### src/rtl/lbp_stream_engine.sv
// lbp_stream_engine
//   Streams a raster grayscale image out of the gray ROM, computes an 8-bit
//   Local Binary Pattern code for each interior pixel using a sliding 3x3
//   window, and writes the codes to the LBP RAM in raster order.
//   Optionally zero-fills the border pixels after the interior pass.
//
// Ports
//   clk          rising-edge clock
//   reset        asynchronous active-high reset
//   gray_addr    pixel read address (row*IMG_W+col)
//   gray_req     read strobe, only asserted while gray_ready is high
//   gray_ready   memory ready; low stalls the fetch sequence
//   gray_data    read data, valid the cycle after an accepted request
//   lbp_addr     LBP write address
//   lbp_valid    one-cycle write strobe
//   lbp_data     LBP code (0x00 for border fill)
//   finish       frame complete, sticky until reset
module lbp_stream_engine #(
   parameter int IMG_W       = 128,
   parameter int IMG_H       = 128,
   parameter int AW          = 14,
   parameter int DW          = 8,
   parameter int BORDER_ZERO = 0
) (
   input  logic          clk,
   input  logic          reset,
   output logic [AW-1:0] gray_addr,
   output logic          gray_req,
   input  logic          gray_ready,
   input  logic [DW-1:0] gray_data,
   output logic [AW-1:0] lbp_addr,
   output logic          lbp_valid,
   output logic [7:0]    lbp_data,
   output logic          finish
);

   typedef enum logic [2:0] {IDLE, FILL, SLIDE, WRITE, BORDER, DONE} state_t;

   localparam logic [AW-1:0] W_C   = AW'(IMG_W);
   localparam logic [AW-1:0] W_M1  = AW'(IMG_W - 1);
   localparam logic [AW-1:0] W_M2  = AW'(IMG_W - 2);
   localparam logic [AW-1:0] W_P1  = AW'(IMG_W + 1);
   localparam logic [AW-1:0] W2_M1 = AW'(2 * IMG_W - 1);
   localparam logic [AW-1:0] H_M1  = AW'(IMG_H - 1);
   localparam logic [AW-1:0] H_M2  = AW'(IMG_H - 2);

   // Window is stored column-major (index = col*3 + row), matching the fetch
   // order, so every captured pixel simply shifts in at index 8. Three
   // captures during SLIDE therefore move the window left by one column.
   localparam int NB_IDX [8] = '{0, 3, 6, 1, 7, 2, 5, 8};

   state_t        state_q;
   logic [AW-1:0] faddr_q;     // address of the next pending fetch
   logic [AW-1:0] caddr_q;     // address of the current center pixel
   logic [AW-1:0] col_q;
   logic [AW-1:0] row_q;
   logic [AW-1:0] baddr_q;
   logic [AW-1:0] bcol_q;
   logic [AW-1:0] brow_q;
   logic [1:0]    frow_q;      // row within the column being fetched
   logic [3:0]    fcnt_q;      // accepted fetches in this FILL/SLIDE
   logic          acc_q;       // a request was accepted last cycle
   logic [DW-1:0] win_q [9];
   logic [DW-1:0] win_d [9];
   logic [AW-1:0] lbp_addr_q;
   logic          lbp_valid_q;
   logic [7:0]    lbp_data_q;
   logic          finish_q;

   logic          fetching;
   logic          fetch_req;
   logic          frame_fetched;
   logic [3:0]    fetch_total;
   logic [7:0]    code_d;

   always_comb begin
      fetching      = (state_q == FILL) || (state_q == SLIDE);
      fetch_total   = (state_q == FILL) ? 4'd9 : 4'd3;
      fetch_req     = fetching && (fcnt_q < fetch_total) && gray_ready;
      // Last data word is on gray_data this cycle.
      frame_fetched = fetching && (fcnt_q == fetch_total) && acc_q;
      win_d = win_q;
      if (acc_q) begin
         for (int i = 0; i < 8; i++) begin
            win_d[i] = win_q[i + 1];
         end
         win_d[8] = gray_data;
      end
   end

   // Code is taken from the window including the word being captured, so
   // the write registers are loaded in the same cycle as the final capture.
   genvar gi;
   generate
      for (gi = 0; gi < 8; gi++) begin : g_code
         assign code_d[gi] = (win_d[NB_IDX[gi]] >= win_d[4]);
      end
   endgenerate

   always_ff @(posedge clk or posedge reset) begin
      if (reset) begin
         state_q     <= IDLE;
         faddr_q     <= '0;
         caddr_q     <= '0;
         col_q       <= '0;
         row_q       <= '0;
         baddr_q     <= '0;
         bcol_q      <= '0;
         brow_q      <= '0;
         frow_q      <= '0;
         fcnt_q      <= '0;
         acc_q       <= 1'b0;
         win_q       <= '{default: '0};
         lbp_addr_q  <= '0;
         lbp_valid_q <= 1'b0;
         lbp_data_q  <= '0;
         finish_q    <= 1'b0;
      end else begin
         acc_q <= fetch_req;
         win_q <= win_d;

         // Column-major walk: down one row, or back to the top of the next
         // column. After the last fetch of a column group the pointer lands
         // on (r-1, c+2), which is also the first fetch of both the next
         // SLIDE and the next row's FILL, so no reload is needed.
         if (fetch_req) begin
            fcnt_q <= fcnt_q + 4'd1;
            if (frow_q == 2'd2) begin
               frow_q  <= 2'd0;
               faddr_q <= faddr_q - W2_M1;
            end else begin
               frow_q  <= frow_q + 2'd1;
               faddr_q <= faddr_q + W_C;
            end
         end

         case (state_q)
            IDLE: begin
               if (gray_ready) begin
                  state_q <= FILL;
                  caddr_q <= W_P1;
                  col_q   <= AW'(1);
                  row_q   <= AW'(1);
               end
            end
            FILL, SLIDE: begin
               if (frame_fetched) begin
                  state_q     <= WRITE;
                  fcnt_q      <= '0;
                  lbp_valid_q <= 1'b1;
                  lbp_addr_q  <= caddr_q;
                  lbp_data_q  <= code_d;
               end
            end
            WRITE: begin
               lbp_valid_q <= 1'b0;
               if (col_q < W_M2) begin
                  state_q <= SLIDE;
                  col_q   <= col_q + AW'(1);
                  caddr_q <= caddr_q + AW'(1);
               end else if (row_q < H_M2) begin
                  state_q <= FILL;
                  row_q   <= row_q + AW'(1);
                  col_q   <= AW'(1);
                  caddr_q <= caddr_q + AW'(3);
               end else if (BORDER_ZERO != 0) begin
                  state_q <= BORDER;
                  baddr_q <= '0;
                  bcol_q  <= '0;
                  brow_q  <= '0;
               end else begin
                  state_q  <= DONE;
                  finish_q <= 1'b1;
               end
            end
            BORDER: begin
               lbp_valid_q <= 1'b1;
               lbp_addr_q  <= baddr_q;
               lbp_data_q  <= 8'h00;
               if (bcol_q == W_M1) begin
                  if (brow_q == H_M1) begin
                     state_q <= DONE;
                  end else begin
                     brow_q  <= brow_q + AW'(1);
                     bcol_q  <= '0;
                     baddr_q <= baddr_q + AW'(1);
                  end
               end else if ((brow_q == '0) || (brow_q == H_M1)) begin
                  bcol_q  <= bcol_q + AW'(1);
                  baddr_q <= baddr_q + AW'(1);
               end else begin
                  // Middle rows: jump from the left edge to the right edge.
                  bcol_q  <= W_M1;
                  baddr_q <= baddr_q + W_M1;
               end
            end
            DONE: begin
               lbp_valid_q <= 1'b0;
               finish_q    <= 1'b1;
            end
            default: state_q <= IDLE;
         endcase
      end
   end

   assign gray_addr = faddr_q;
   assign gray_req  = fetch_req;
   assign lbp_addr  = lbp_addr_q;
   assign lbp_valid = lbp_valid_q;
   assign lbp_data  = lbp_data_q;
   assign finish    = finish_q;

endmodule

### config.mk
export PLATFORM = sky130hd
export DESIGN_NAME = lbp_stream_engine
export DESIGN_NICKNAME = d
export VERILOG_FILES = /design/src/rtl/lbp_stream_engine.sv
export SDC_FILE = /design/constraint.sdc
export NUM_CORES = 1
export LEC_CHECK = 0
export CORE_MARGIN = 2
export CORE_UTILIZATION = 55
export CTS_BUF_LIST = sky130_fd_sc_hd__clkbuf_8
export DETAILED_ROUTE_END_ITERATION = 8
export PLACE_DENSITY = 0.84
export REMOVE_ABC_BUFFERS = 1
export SETUP_SLACK_MARGIN = 0.5
export SLEW_MARGIN = 20
export SYNTH_ARGS = -nofsm -noshare
export SYNTH_HDL_FRONTEND = slang
export SYNTH_SLANG_ARGS = --single-unit
### constraint.sdc
create_clock -name clk -period 17.8 [get_ports clk]
set_input_delay 3.56 -clock clk [delete_from_list [all_inputs] [get_ports clk]]
set_output_delay 3.56 -clock clk [all_outputs]
set_load 0.05 [all_outputs]
=== Yosys cells after proc, flatten, opt, wreduce, memory -nomap -nowiden ===
Index checks and enable logic that the tools add are counted.

* Register bits: 204
* Input port bits: 11
* Logic and storage cells: 129

* $add $sub $neg: 12
* Order comparisons: 11
* Eq/ne operators: 18
* Mux-type cells: 40
* Bitwise logic cells: 2
* Reductions and logical operators: 22

{| class="wikitable"
|+ Operators with widths
! kind !! number
|-
| $mux W14 || 16
|-
| $pmux W14 S2 || 4
|-
| $add A14 B1 Y14 const B || 6
|-
| $mux W72 || 1
|-
| $ge A8 B8 Y1 || 8
|-
| $eq A14 B7 Y1 const B || 2
|-
| $lt A14 B7 Y1 const B || 2
|-
| $mux W3 || 6
|-
| $mux W4 || 4
|-
| $ne A2 B2 Y1 const B || 8
|-
| $pmux W8 S2 || 1
|-
| $pmux W3 S5 || 1
|-
| $add A14 B2 Y14 const B || 1
|-
| $add A14 B7 Y14 const B || 1
|-
| $add A14 B8 Y14 const B || 1
|-
| $logic_not A14 Y1 || 1
|-
| $sub A14 B8 Y14 const B || 1
|-
| $reduce_and A3 Y1 || 3
|-
| $mux W8 || 1
|-
| $eq A3 B2 Y1 const B || 2
|-
| $eq A3 B3 Y1 const B || 2
|-
| $reduce_and A2 Y1 || 3
|-
| $reduce_bool A2 Y1 || 3
|-
| $reduce_and A5 Y1 || 1
|-
| 18 further kinds || 26
|}

=== Longest topological paths before layout ===
Gate-level depths: netlist of the first run.

* Word-level depth: 8
* Gate-level depth with buffers: 12
* Depth with buffers taken out: 11

=== Least setup slack after synthesis of the first run ===
OpenSTA, ideal clock, no wires.

* Path kind: input-to-output
* From: input port gray_ready
* To: output port gray_req
* Arrival time: 4,535 ps
* Data required time: 14,240 ps
* Slack: 9,705 ps
* Stages: 4
* Cells stage by stage: nand2b_1 -> a2111o_1 -> clkbuf_1 -> clkinv_1

* Word-level cells in the longest chain between the ends: 1

{| class="wikitable"
|+ RTL lines
! what !! RTL line !! source
|-
| from (decl) || 29 || <nowiki>input logic gray_ready,</nowiki>
|-
| $logic_and A1 B1 Y1 || 79 || <nowiki>fetch_req = fetching && (fcnt_q < fetch_total) && gray_ready;</nowiki>
|-
| to (decl) || 28 || <nowiki>output logic gray_req,</nowiki>
|}

No other way between the ends.

=== Final worst setup path of the first run ===
Same ends and word-level chain as after synthesis.

==> results of run 1 <==
## how the worst max path moves through the flow
stage	endpoint	slack (ps)	cells past startpoint
after floorplan	acc_q$_DFF_PP0_	8670	1
after global placement	gray_req	8620	5
after detailed placement	gray_req	8570	5
after CTS	gray_req	8560	5
after global routing	gray_req	8480	5
final	gray_req	8570	5
## cell usage in the layout (no fill, tap or decap), types with 4 or more instances in the layout
cell / synthesis / final
sky130_fd_sc_hd__o211ai_1: 13 / 13
sky130_fd_sc_hd__and2_1: 12 / 12
sky130_fd_sc_hd__and4_1: 5 / 5
sky130_fd_sc_hd__o31ai_1: 6 / 6
sky130_fd_sc_hd__a21oi_1: 49 / 49
sky130_fd_sc_hd__a21o_1: 18 / 18
sky130_fd_sc_hd__nor2_1: 43 / 43
sky130_fd_sc_hd__buf_4: 2 / 6
sky130_fd_sc_hd__nand2_1: 69 / 69
sky130_fd_sc_hd__xor2_1: 20 / 20
sky130_fd_sc_hd__clkbuf_8: 1 / 45
sky130_fd_sc_hd__and3_1: 11 / 11
sky130_fd_sc_hd__nor3_1: 21 / 20
sky130_fd_sc_hd__or3_1: 7 / 7
sky130_fd_sc_hd__clkdlybuf4s50_1: 0 / 49
sky130_fd_sc_hd__or4_1: 8 / 8
sky130_fd_sc_hd__dfrtp_1: 204 / 203
sky130_fd_sc_hd__inv_1: 43 / 52
sky130_fd_sc_hd__nand4_1: 38 / 38
sky130_fd_sc_hd__o22ai_1: 4 / 4
sky130_fd_sc_hd__nor2b_1: 4 / 4
sky130_fd_sc_hd__o21a_1: 9 / 9
sky130_fd_sc_hd__nand2b_1: 16 / 16
sky130_fd_sc_hd__mux2i_1: 24 / 24
sky130_fd_sc_hd__a222oi_1: 14 / 14
sky130_fd_sc_hd__mux2_2: 58 / 58
sky130_fd_sc_hd__nor4b_1: 5 / 5
sky130_fd_sc_hd__o21ai_0: 37 / 37
sky130_fd_sc_hd__nand3_1: 24 / 24
sky130_fd_sc_hd__xnor2_1: 35 / 35
sky130_fd_sc_hd__nor4_1: 11 / 10
sky130_fd_sc_hd__ha_1: 78 / 78
## registers in the layout, indices dropped and copies added (netlist names)
name and flops:
lbp_addr 14, bcol_q 14, lbp_data 8, baddr_q 14, caddr_q 14, gray_addr 14, acc_q 1, col_q 14
finish 1, state_q 3, fcnt_q 4, row_q 14, lbp_valid 1, win_q 72, brow_q 14, frow_q 2
## layer usage
layer,GRT usage,vias to the layer above,part of all wire
li1,-,3670,-
met1,0.298,3782,0.44
met2,0.371,203,0.48
met3,0.0433,49,0.059
met4,0.0761,0,0.022
met5,0,-,0
## cell families after synthesis
| logic type | after synthesis | share of synthesized area |
|---|---|---|
| fa+ha+maj | 79 | 0.0942 |
| simple gates | 289 | 0.147 |
| buf+inv | 79 | 0.0315 |
| xor+xnor | 55 | 0.0456 |
| flops | 204 | 0.483 |
| mux | 82 | 0.0845 |
| compound gates | 181 | 0.115 |
## per-stage QoR
step	util	total power [mW]	setup slack, ps	cell area (um^2)
6_report	0.640	2.15	8570	12000
5_1_grt	0.640	2.30	8480	12000
4_1_cts	0.639	2.16	8560	12000
2_1_floorplan	-	1.41	8670	10400
3_5_place_dp	0.600	1.69	8570	11300
3_3_place_gp	0.600	1.63	8620	11300
## layout make-up
class | count | area (um^2)
sequential | 204 | 5110
clock buffer | 45 | 619
clock inverter | 15 | 113
inverter | 44 | 173
multi-input combinational | 686 | 5170
tap | 234 | 293
timing repair buffer | 55 | 536
fill | 1437 | 6760
## power by group through the flow
stage / Clock (mW) / Combinational, mW / Sequential [mW]
floorplan: 0 / 0.585 / 0.820
global placement: 0 / 0.911 / 0.721
detailed placement: 0 / 0.965 / 0.728
CTS: 0.450 / 0.985 / 0.722
global route: 0.471 / 1.09 / 0.744
finish: 0.440 / 0.983 / 0.724
## critical path, cell delays in order
cell and delay [ps]:
sky130_fd_sc_hd__clkdlybuf4s50_1 490, sky130_fd_sc_hd__nand2b_1 120, sky130_fd_sc_hd__a2111o_1 450, sky130_fd_sc_hd__clkinv_1 210, sky130_fd_sc_hd__clkdlybuf4s50_1 830
==> load_flow_metrics.sql, run 1 <==
INSERT INTO impl_metrics (metric_group, metric, value, unit) VALUES
('finish', 'area_growth_syn_to_layout', '13.5', '%'),
('timing', 'worstMarginPinSlew', '1030', 'ps'),
('floorplan', 'dieHeight', '143', 'um'),
('critical_path', 'worstSetupStartpoint', 'gray_ready', ''),
('power', 'powerDensity', '179', 'mW/mm^2'),
('detailed_routing', 'detail_route.drc_violations', '0', ''),
('power', 'power.ir.vdd_worst', '145', 'uV'),
('critical_path', 'required', '14240', 'ps'),
('timing', 'final_period_minus_worst_setup_slack', '9230', 'ps'),
('critical_path', 'worst-path-max-fanout', '10', ''),
('clock_tree', 'post_cts_buffers', '0', ''),
('clock_tree', 'cts.path.max_buffers', '3', ''),
('critical_path', 'critPathArrivalTime', '5670', 'ps'),
('synth', 'synth-main-ff-cell', 'sky130_fd_sc_hd__dfrtp_1', ''),
('synth', 'instance_count_of_the_mapped_netlist', '969', ''),
('timing', 'setup_failing_eps_final', '0', ''),
('flow_run', 'cap_violations', '0', ''),
('place', 'dpl.hpwl', '14.6', 'mm'),
('detailed_routing', 'drt_first_iter_violations', '627', ''),
('timing', 'hold_viol_final', '0', ''),
('power', 'proportion_of_power_drawn_by_the_clock_network', '0.205', ''),
('grt', 'grt_overflow', '0', ''),
('synth', 'synth-async-reset-ratio', '1.00', ''),
('clock_tree', 'cts-htree-levels', '2', ''),
('synth', 'synth.area.top_cells', 'sky130_fd_sc_hd__dfrtp_1, sky130_fd_sc_hd__ha_1, sky130_fd_sc_hd__mux2_2', ''),
('run_status', 'outcome', 'finished, final reports clean', ''),
('floorplan', 'rows', '50', ''),
('worst_hold_path', 'min_path_cells', '1', ''),
('detailed_routing', 'routed-via-count', '7704', ''),
('place', 'placement.io_buffers', '49', ''),
('power', 'p_leak', '5.48', 'nW'),
('clock_tree', 'cts_num_sinks', '204', ''),
('timing', 'fin_setup_tns', '0', 'ps'),
('synth', 'syn_avg_cell_area', '10.9', 'um^2'),
('timing', 'final.setup_skew', '21.4', 'ps'),
('grt', 'groute.usage.overall', '0.224', ''),
('grt', 'grt_pass1_vias', '7719', ''),
('place', 'place_congestion', '0.848', ''),
('detailed_routing', 'post_drt_wl_per_cell', '17.1', 'um'),
('synth', 'yosys_register_bits', '204', ''),
('grt', 'grt_start_max_net_pins', '128', ''),
('power', 'p_sw_frac', '0.406', ''),
('grt', 'grt_pass1_wl', '37.3', 'mm'),
('synth', 'synth_top_area_share', '0.483', ''),
('synth', 'netlist_top_cells_count', 'sky130_fd_sc_hd__dfrtp_1, sky130_fd_sc_hd__ha_1, sky130_fd_sc_hd__nand2_1, sky130_fd_sc_hd__mux2_2, sky130_fd_sc_hd__a21oi_1', ''),
('detailed_routing', 'routed_via_density', '6.00', ''),
('clock_tree', 'root_buffer_master', 'sky130_fd_sc_hd__clkbuf_8', ''),
('synth', 'post_synth_instance_area', '0.0106', 'mm^2'),
('critical_path', 'ff2ff_setup_slack', '14320', 'ps'),
('timing', 'min_period_over_period', '0.519', ''),
('detailed_routing', 'totalWireLength', '22.0', 'mm'),
('synth', 'synthDominantAreaCellType', 'sky130_fd_sc_hd__dfrtp_1', ''),
('clock_tree', 'cts.reportedPaths.clkPinSlew', '60', 'ps'),
('finish', 'nets', '1116', ''),
('clock_tree', 'source_to_sink_clock_delay_at_the_later_pin_of_the_worst_skew_pair', '520', 'ps'),
('clock_tree', 'ctsHoldBuffers', '0', ''),
('synth', 'ys.warnings.count', '0', ''),
('detailed_routing', 'route.antenna.remaining_nets', '0', ''),
('clock_tree', 'cts_tree', 'built', ''),
('worst_hold_path', 'timing.hold.worst.start', 'finish$_DFFE_PP0P_', ''),
('critical_path', 'rr_startpoint', 'state_q[0]$_DFFE_PP0P_', ''),
('timing', 'final-max-slew-violation-count', '0', ''),
('timing', 'setup_repair_after_global_routing_missed_its_margin', 'false', ''),
('timing', 'holdWs', '476', 'ps'),
('power', 'power.combinational.fraction', '0.458', ''),
('floorplan', 'dieWidth', '143', 'um'),
('synth', 'edff_count_synth', '0', ''),
('power', 'internal_power', '1.28', 'mW'),
('grt', 'number_of_antenna_violations_at_the_first_check_in_global_routing', '0', ''),
('clock_tree', 'ctsResizeCount', '0', ''),
('timing', 'worst_slew_margin_rel', '0.315', '');
No activity file was read; power rests on OpenSTA's default activity.
==> run 2, diff against run 1 <==
Settings changed: PLACE_DENSITY 0.84 to 0.87.
Clock period 17.8 ns to 7.45 ns, I/O delays scaled along.
==> load_flow_metrics.sql, run 2 (synthesized netlist as in run 1, its figures left out) <==
INSERT INTO impl_metrics (metric_group, metric, value, unit) VALUES
('critical_path', 'cp_cell_sequence', 'nor2b_1 > nand2b_1 > inv_1 > ha_1 > a211o_1 > a2111o_1 > clkinv_1 > clkdlybuf4s50_1', ''),
('floorplan', 'ios', '50', ''),
('critical_path', 'rr_startpoint', 'acc_q$_DFF_PP0_', ''),
('critical_path', 'path_delay_family', 'buffers and inverters', ''),
('finish', 'largest_register_ffs', '72', ''),
('detailed_routing', 'routed_via_density', '6.00', ''),
('timing', 'hold_viol_final', '0', ''),
('finish', 'post_route_cells_drive_above_1_share', '0.137', ''),
('timing', 'fin_setup_tns', '0', 'ps'),
('floorplan', 'starting_density_of_the_core', '0.563', ''),
('place', 'placement.io_buffers', '49', ''),
('clock_tree', 'root_buffer_master', 'sky130_fd_sc_hd__clkbuf_8', ''),
('power', 'sequentialPowerShare', '0.344', ''),
('floorplan', 'fp.coreArea', '0.0188', 'mm^2'),
('clock_tree', 'cts.path.max_buffers', '3', ''),
('timing', 'min_period_over_period', '0.707', ''),
('worst_hold_path', 'timing.hold.worst.start', 'gray_addr[13]$_DFFE_PP0N_', ''),
('timing', 'final.setup.worst_slack', '2190', 'ps'),
('timing', 'final.setup_skew', '13.7', 'ps'),
('finish', 'nets', '1116', ''),
('clock_tree', 'ctsResizeCount', '0', ''),
('clock_tree', 'inserted_clock_buffers', '35', ''),
('timing', 'setup_failing_eps_final', '0', ''),
('grt', 'grt_pass1_wl', '37.4', 'mm'),
('critical_path', 'worst-path-max-fanout', '16', ''),
('place', 'place_congestion', '0.837', ''),
('critical_path', 'ff2ff_setup_slack', '3890', 'ps'),
('grt', 'groute.usage.overall', '0.226', ''),
('finish', 'most_common_library_cell_in_the_layout_ignoring_fill_and_taps', 'sky130_fd_sc_hd__dfrtp_1', ''),
('critical_path', 'timing.critical_path.from_type', 'flop', ''),
('worst_hold_path', 'min_path_cells', '1', ''),
('critical_path', 'required', '5960', 'ps'),
('finish', 'final-seq-area', '0.00511', 'mm^2'),
('finish', 'combined_area_of_the_multi_input_logic_cells', '0.00516', 'mm^2'),
('critical_path', 'critPathArrivalTime', '3770', 'ps'),
('clock_tree', 'cts_tree', 'built', ''),
('clock_tree', 'post_cts_buffers', '0', ''),
('finish', 'antennaDiodeCount', '0', ''),
('critical_path', 'max_stage_delay', '830', 'ps'),
('critical_path', 'critPathBufInv', '3', ''),
('grt', 'number_of_antenna_violations_at_the_first_check_in_global_routing', '0', ''),
('detailed_routing', 'drt-pass1-iter-count', '7', ''),
('detailed_routing', 'routed-via-count', '7705', ''),
('detailed_routing', 'totalWireLength', '22.0', 'mm'),
('critical_path', 'rr_endpoint', 'lbp_data[0]$_DFFE_PP0P_', ''),
('finish', 'largest-register', 'win_q', ''),
('power', 'p_sw_frac', '0.405', ''),
('power', 'power.combinational.fraction', '0.448', ''),
('critical_path', 'path_class', 'flop to output port', ''),
('timing', 'setup_repair_after_global_routing_missed_its_margin', 'false', ''),
('power', 'internal_power', '3.03', 'mW'),
('timing', 'final-max-slew-violation-count', '0', ''),
('power', 'finalPower', '5.10', 'mW'),
('power', 'power.ir.vdd_worst', '303', 'uV'),
('finish', 'fill_cell_count', '1430', ''),
('detailed_routing', 'detail_route.drc_violations', '0', ''),
('power', 'total_switching_power', '2.07', 'mW'),
('clock_tree', 'ctsHoldBuffers', '0', ''),
('floorplan', 'dieWidth', '143', 'um'),
('finish', 'area_growth_syn_to_layout', '13.6', '%'),
('critical_path', 'worst-r2r-cell-count', '8', ''),
('detailed_routing', 'drt_first_iter_violations', '512', ''),
('critical_path', 'crit_end_category', 'output port', ''),
('clock_tree', 'cts.reportedPaths.clkPinSlew', '60', 'ps'),
('place', 'dpl.hpwl', '15.0', 'mm'),
('power', 'powerDensity', '424', 'mW/mm^2'),
('clock_tree', 'cts_num_sinks', '204', ''),
('timing', 'final_period_minus_worst_setup_slack', '5260', 'ps'),
('worst_hold_path', 'worst_hold_path_type', 'flop to flop', ''),
('worst_hold_path', 'whs_endpoint', 'gray_addr[13]$_DFFE_PP0N_', ''),
('flow_run', 'cap_violations', '0', ''),
('timing', 'achievable-frequency', '190', 'MHz'),
('timing', 'worst_slew_margin_rel', '0.271', ''),
('critical_path', 'cpMaxStageDelayCell', 'sky130_fd_sc_hd__clkdlybuf4s50_1', ''),
('grt', 'grt_pass1_vias', '7843', ''),
('power', 'proportion_of_power_drawn_by_the_clock_network', '0.208', ''),
('floorplan', 'dieHeight', '143', 'um'),
('run_status', 'outcome', 'finished, final reports clean', ''),
('floorplan', 'die-area', '0.0204', 'mm^2'),
('floorplan', 'rows', '50', ''),
('clock_tree', 'cts-htree-levels', '2', ''),
('grt', 'grt_start_max_net_pins', '78', ''),
('clock_tree', 'source_to_sink_clock_delay_at_the_later_pin_of_the_worst_skew_pair', '520', 'ps'),
('grt', 'grt_overflow', '0', ''),
('detailed_routing', 'post_drt_wl_per_cell', '17.1', 'um'),
('power', 'p_leak', '5.48', 'nW'),
('place', 'post-place-ws', '2390', 'ps'),
('finish', 'mostFrequentLayoutCells', 'sky130_fd_sc_hd__dfrtp_1, sky130_fd_sc_hd__ha_1, sky130_fd_sc_hd__nand2_1', ''),
('detailed_routing', 'route.antenna.remaining_nets', '0', ''),
('timing', 'worstMarginPinSlew', '1060', 'ps');
[run 2: per-stage QoR]
step | hold slack (ps) | instance area, um^2 | instances | utilization
finish | 473 | 12000 | 1284 | 0.640
global route | 487 | 12000 | 1284 | 0.640
CTS | 474 | 12000 | 1284 | 0.640
detailed placement | 453 | 11300 | 1223 | 0.600
global placement | 458 | 11300 | 1223 | 0.600
floorplan | 441 | 10400 | 934 | -
[run 2: how the worst max path moves through the flow]
stage,start,endpoint,slack [ps],depth (start not counted)
CTS,state_q[0]$_DFFE_PP0P_,gray_req,2180,8
finish,state_q[0]$_DFFE_PP0P_,gray_req,2190,8
global placement,gray_ready,gray_req,2410,5
detailed placement,gray_ready,gray_req,2390,5
global route,state_q[0]$_DFFE_PP0P_,gray_req,1960,8
floorplan,reset,acc_q$_DFF_PP0_,390,1
[run 2: power groups by stage]
stage	Sequential, mW	Combinational [mW]	Clock [mW]
floorplan	1.96	1.40	0
finish	1.76	2.28	1.06
detailed placement	1.76	2.27	0
global route	1.80	2.55	1.13
CTS	1.75	2.30	1.08
global placement	1.74	2.14	0
[run 2: final cells by class]
cell class,count,area share
multi-input combinational,686,0.429
sequential,204,0.425
clock buffer,52,0.0596
timing repair buffer,55,0.0446
tap,234,0.0244
inverter,44,0.0144
clock inverter,9,0.00302
[run 2: layer usage]
metal | global-route usage | vias to the layer above | part of all wire
li1 | - | 3657 | -
met1 | 0.303 | 3793 | 0.45
met2 | 0.370 | 203 | 0.48
met3 | 0.0416 | 52 | 0.051
met4 | 0.0849 | 0 | 0.027
met5 | 0 | - | 0
==> run 3, diff against run 2 <==
Settings changed: PLACE_DENSITY 0.87 to 0.84.
Clock period 7.45 ns to 5.2 ns, I/O delays scaled along.
==> load_flow_metrics.sql, run 3 (synthesized netlist as in run 1, its figures left out) <==
INSERT INTO impl_metrics (metric_group, metric, value, unit) VALUES
('finish', 'area_growth_syn_to_layout', '13.3', '%'),
('timing', 'final-max-slew-violation-count', '0', ''),
('finish', 'nets', '1116', ''),
('floorplan', 'dieHeight', '143', 'um'),
('clock_tree', 'source_to_sink_clock_delay_at_the_later_pin_of_the_worst_skew_pair', '540', 'ps'),
('detailed_routing', 'drt-pass1-iter-count', '5', ''),
('critical_path', 'required', '4160', 'ps'),
('detailed_routing', 'detail_route.drc_violations', '0', ''),
('finish', 'fin_util', '0.639', ''),
('finish', 'largest-register', 'win_q', ''),
('finish', 'final-seq-area', '0.00511', 'mm^2'),
('timing', 'setup_failing_eps_final', '0', ''),
('finish', 'mostFrequentLayoutCells', 'sky130_fd_sc_hd__dfrtp_1, sky130_fd_sc_hd__ha_1, sky130_fd_sc_hd__nand2_1', ''),
('critical_path', 'rr_startpoint', 'acc_q$_DFF_PP0_', ''),
('timing', 'worstMarginPinSlew', '1020', 'ps'),
('power', 'powerDensity', '597', 'mW/mm^2'),
('power', 'power.ir.vdd_worst', '450', 'uV'),
('critical_path', 'worst-r2r-cell-count', '7', ''),
('worst_hold_path', 'timing.hold.worst.start', 'gray_addr[13]$_DFFE_PP0N_', ''),
('place', 'post-place-cells', '1222', ''),
('critical_path', 'crit_path_end', 'gray_req', ''),
('worst_hold_path', 'worst_hold_path_type', 'flop to flop', ''),
('grt', 'groute.usage.overall', '0.221', ''),
('timing', 'min_period_over_period', '0.853', ''),
('clock_tree', 'ctsHoldBuffers', '0', ''),
('critical_path', 'cpMaxStageDelayCell', 'sky130_fd_sc_hd__dlygate4sd2_1', ''),
('finish', 'combined_area_of_the_multi_input_logic_cells', '0.00517', 'mm^2'),
('critical_path', 'ff2ff_setup_slack', '2020', 'ps'),
('power', 'p_leak', '5.47', 'nW'),
('place', 'dpl.hpwl', '14.6', 'mm'),
('flow_run', 'cap_violations', '0', ''),
('grt', 'grt_start_max_net_pins', '150', ''),
('grt', 'number_of_antenna_violations_at_the_first_check_in_global_routing', '0', ''),
('finish', 'fill_cell_count', '1497', ''),
('critical_path', 'cp_cell_sequence', 'nor2b_1 > nand2b_1 > inv_1 > ha_1 > a211o_1 > a2111o_1 > clkinv_1 > dlygate4sd2_1', ''),
('finish', 'most_common_library_cell_in_the_layout_ignoring_fill_and_taps', 'sky130_fd_sc_hd__dfrtp_1', ''),
('finish', 'post_route_cells_drive_above_1_share', '0.131', ''),
('clock_tree', 'inserted_clock_buffers', '36', ''),
('finish', 'antennaDiodeCount', '0', ''),
('grt', 'grt_pass1_vias', '7673', ''),
('clock_tree', 'cts-htree-levels', '2', ''),
('grt', 'grt_overflow', '0', ''),
('finish', 'final_cells', '1284', ''),
('place', 'place_congestion', '0.822', ''),
('critical_path', 'path_class', 'flop to output port', ''),
('place', 'placement.io_buffers', '49', ''),
('power', 'finalPower', '7.16', 'mW'),
('detailed_routing', 'post_drt_wl_per_cell', '16.7', 'um'),
('grt', 'grt_pass1_wl', '36.8', 'mm'),
('timing', 'hold_viol_final', '0', ''),
('floorplan', 'starting_density_of_the_core', '0.563', ''),
('floorplan', 'rows', '50', ''),
('timing', 'setup_repair_after_global_routing_missed_its_margin', 'false', ''),
('clock_tree', 'cts_tree', 'built', ''),
('critical_path', 'timing.critical_path.from_type', 'flop', ''),
('detailed_routing', 'routed-via-count', '7647', ''),
('timing', 'achievable-frequency', '225', 'MHz'),
('critical_path', 'critPathArrivalTime', '3400', 'ps'),
('clock_tree', 'cts.reportedPaths.clkPinSlew', '50', 'ps'),
('floorplan', 'ios', '50', ''),
('timing', 'final_period_minus_worst_setup_slack', '4440', 'ps'),
('floorplan', 'fp.coreArea', '0.0188', 'mm^2'),
('clock_tree', 'post_cts_buffers', '0', ''),
('run_status', 'outcome', 'finished, final reports clean', ''),
('timing', 'worst_slew_margin_rel', '0.321', ''),
('clock_tree', 'cts.path.max_buffers', '3', ''),
('clock_tree', 'cts_num_sinks', '204', ''),
('timing', 'fin_setup_tns', '0', 'ps'),
('floorplan', 'dieWidth', '143', 'um'),
('critical_path', 'worstSetupStartpoint', 'state_q[0]$_DFFE_PP0P_', ''),
('clock_tree', 'root_buffer_master', 'sky130_fd_sc_hd__clkbuf_8', ''),
('timing', 'final.setup_skew', '24.2', 'ps'),
('detailed_routing', 'route.antenna.remaining_nets', '0', ''),
('floorplan', 'die-area', '0.0204', 'mm^2'),
('detailed_routing', 'totalWireLength', '21.4', 'mm'),
('finish', 'largest_register_ffs', '72', ''),
('detailed_routing', 'drt_first_iter_violations', '521', ''),
('critical_path', 'max_stage_delay', '560', 'ps'),
('critical_path', 'rr_endpoint', 'lbp_data[2]$_DFFE_PP0P_', ''),
('critical_path', 'worst-path-max-fanout', '16', ''),
('detailed_routing', 'routed_via_density', '5.96', ''),
('critical_path', 'crit_end_category', 'output port', '');
run 3: power by group:
part	switching (mW)	total (mW)	leakage (nW)	internal, mW
Combinational	1.85	3.24	2.44	1.39
Sequential	0.432	2.51	2.63	2.08
Clock	0.646	1.41	0.399	0.762
run 3: worst min-delay path by stage:
stage | endpoint | cells after the start
after floorplan | baddr_q[13]$_DFFE_PP0P_ | 1
after global placement | gray_addr[13]$_DFFE_PP0N_ | 1
after detailed placement | finish$_DFFE_PP0P_ | 1
after CTS | gray_addr[13]$_DFFE_PP0N_ | 1
after global routing | gray_addr[13]$_DFFE_PP0N_ | 1
final | gray_addr[13]$_DFFE_PP0N_ | 1
run 3: area by class of cell:
class / count / share of cell area
inverter: 44 / 0.0148
clock buffer: 44 / 0.0505
clock inverter: 18 / 0.00679
multi-input combinational: 686 / 0.431
sequential: 204 / 0.426
tap: 234 / 0.0244
timing repair buffer: 54 / 0.0460
run 3: critical path: cells and delay by family, from the launching register on:
kind / cells / cell delay, ps
buffers and inverters: 3 / 850
AO/OA/AOI/OAI: 2 / 810
flip-flops: 1 / 550
AND/OR/NAND/NOR: 2 / 430
adder cells (fa/ha/maj): 1 / 230
run 3: metrics by stage:
step / hold slack, ps / worst slack [ps] / area [um^2]
3_3_place_gp: 457 / 1010 / 11300
6_report: 470 / 764 / 12000
3_5_place_dp: 457 / 924 / 11300
5_1_grt: 484 / 571 / 12000
4_1_cts: 471 / 615 / 12000
2_1_floorplan: 441 / -1410 / 10400
run 3: per-layer routing:
metal	global-route usage	share of wire	vias to the layer above
met4	0.0693	0.024	0
met2	0.357	0.47	180
li1	-	-	3664
met5	0	0	-
met3	0.0500	0.057	55
met1	0.298	0.45	3748
run 3: repair_timing:
action	in CTS	in global routing
endpoints found under the setup margin	1	1
resized for setup	1	1
pin swaps	0	0
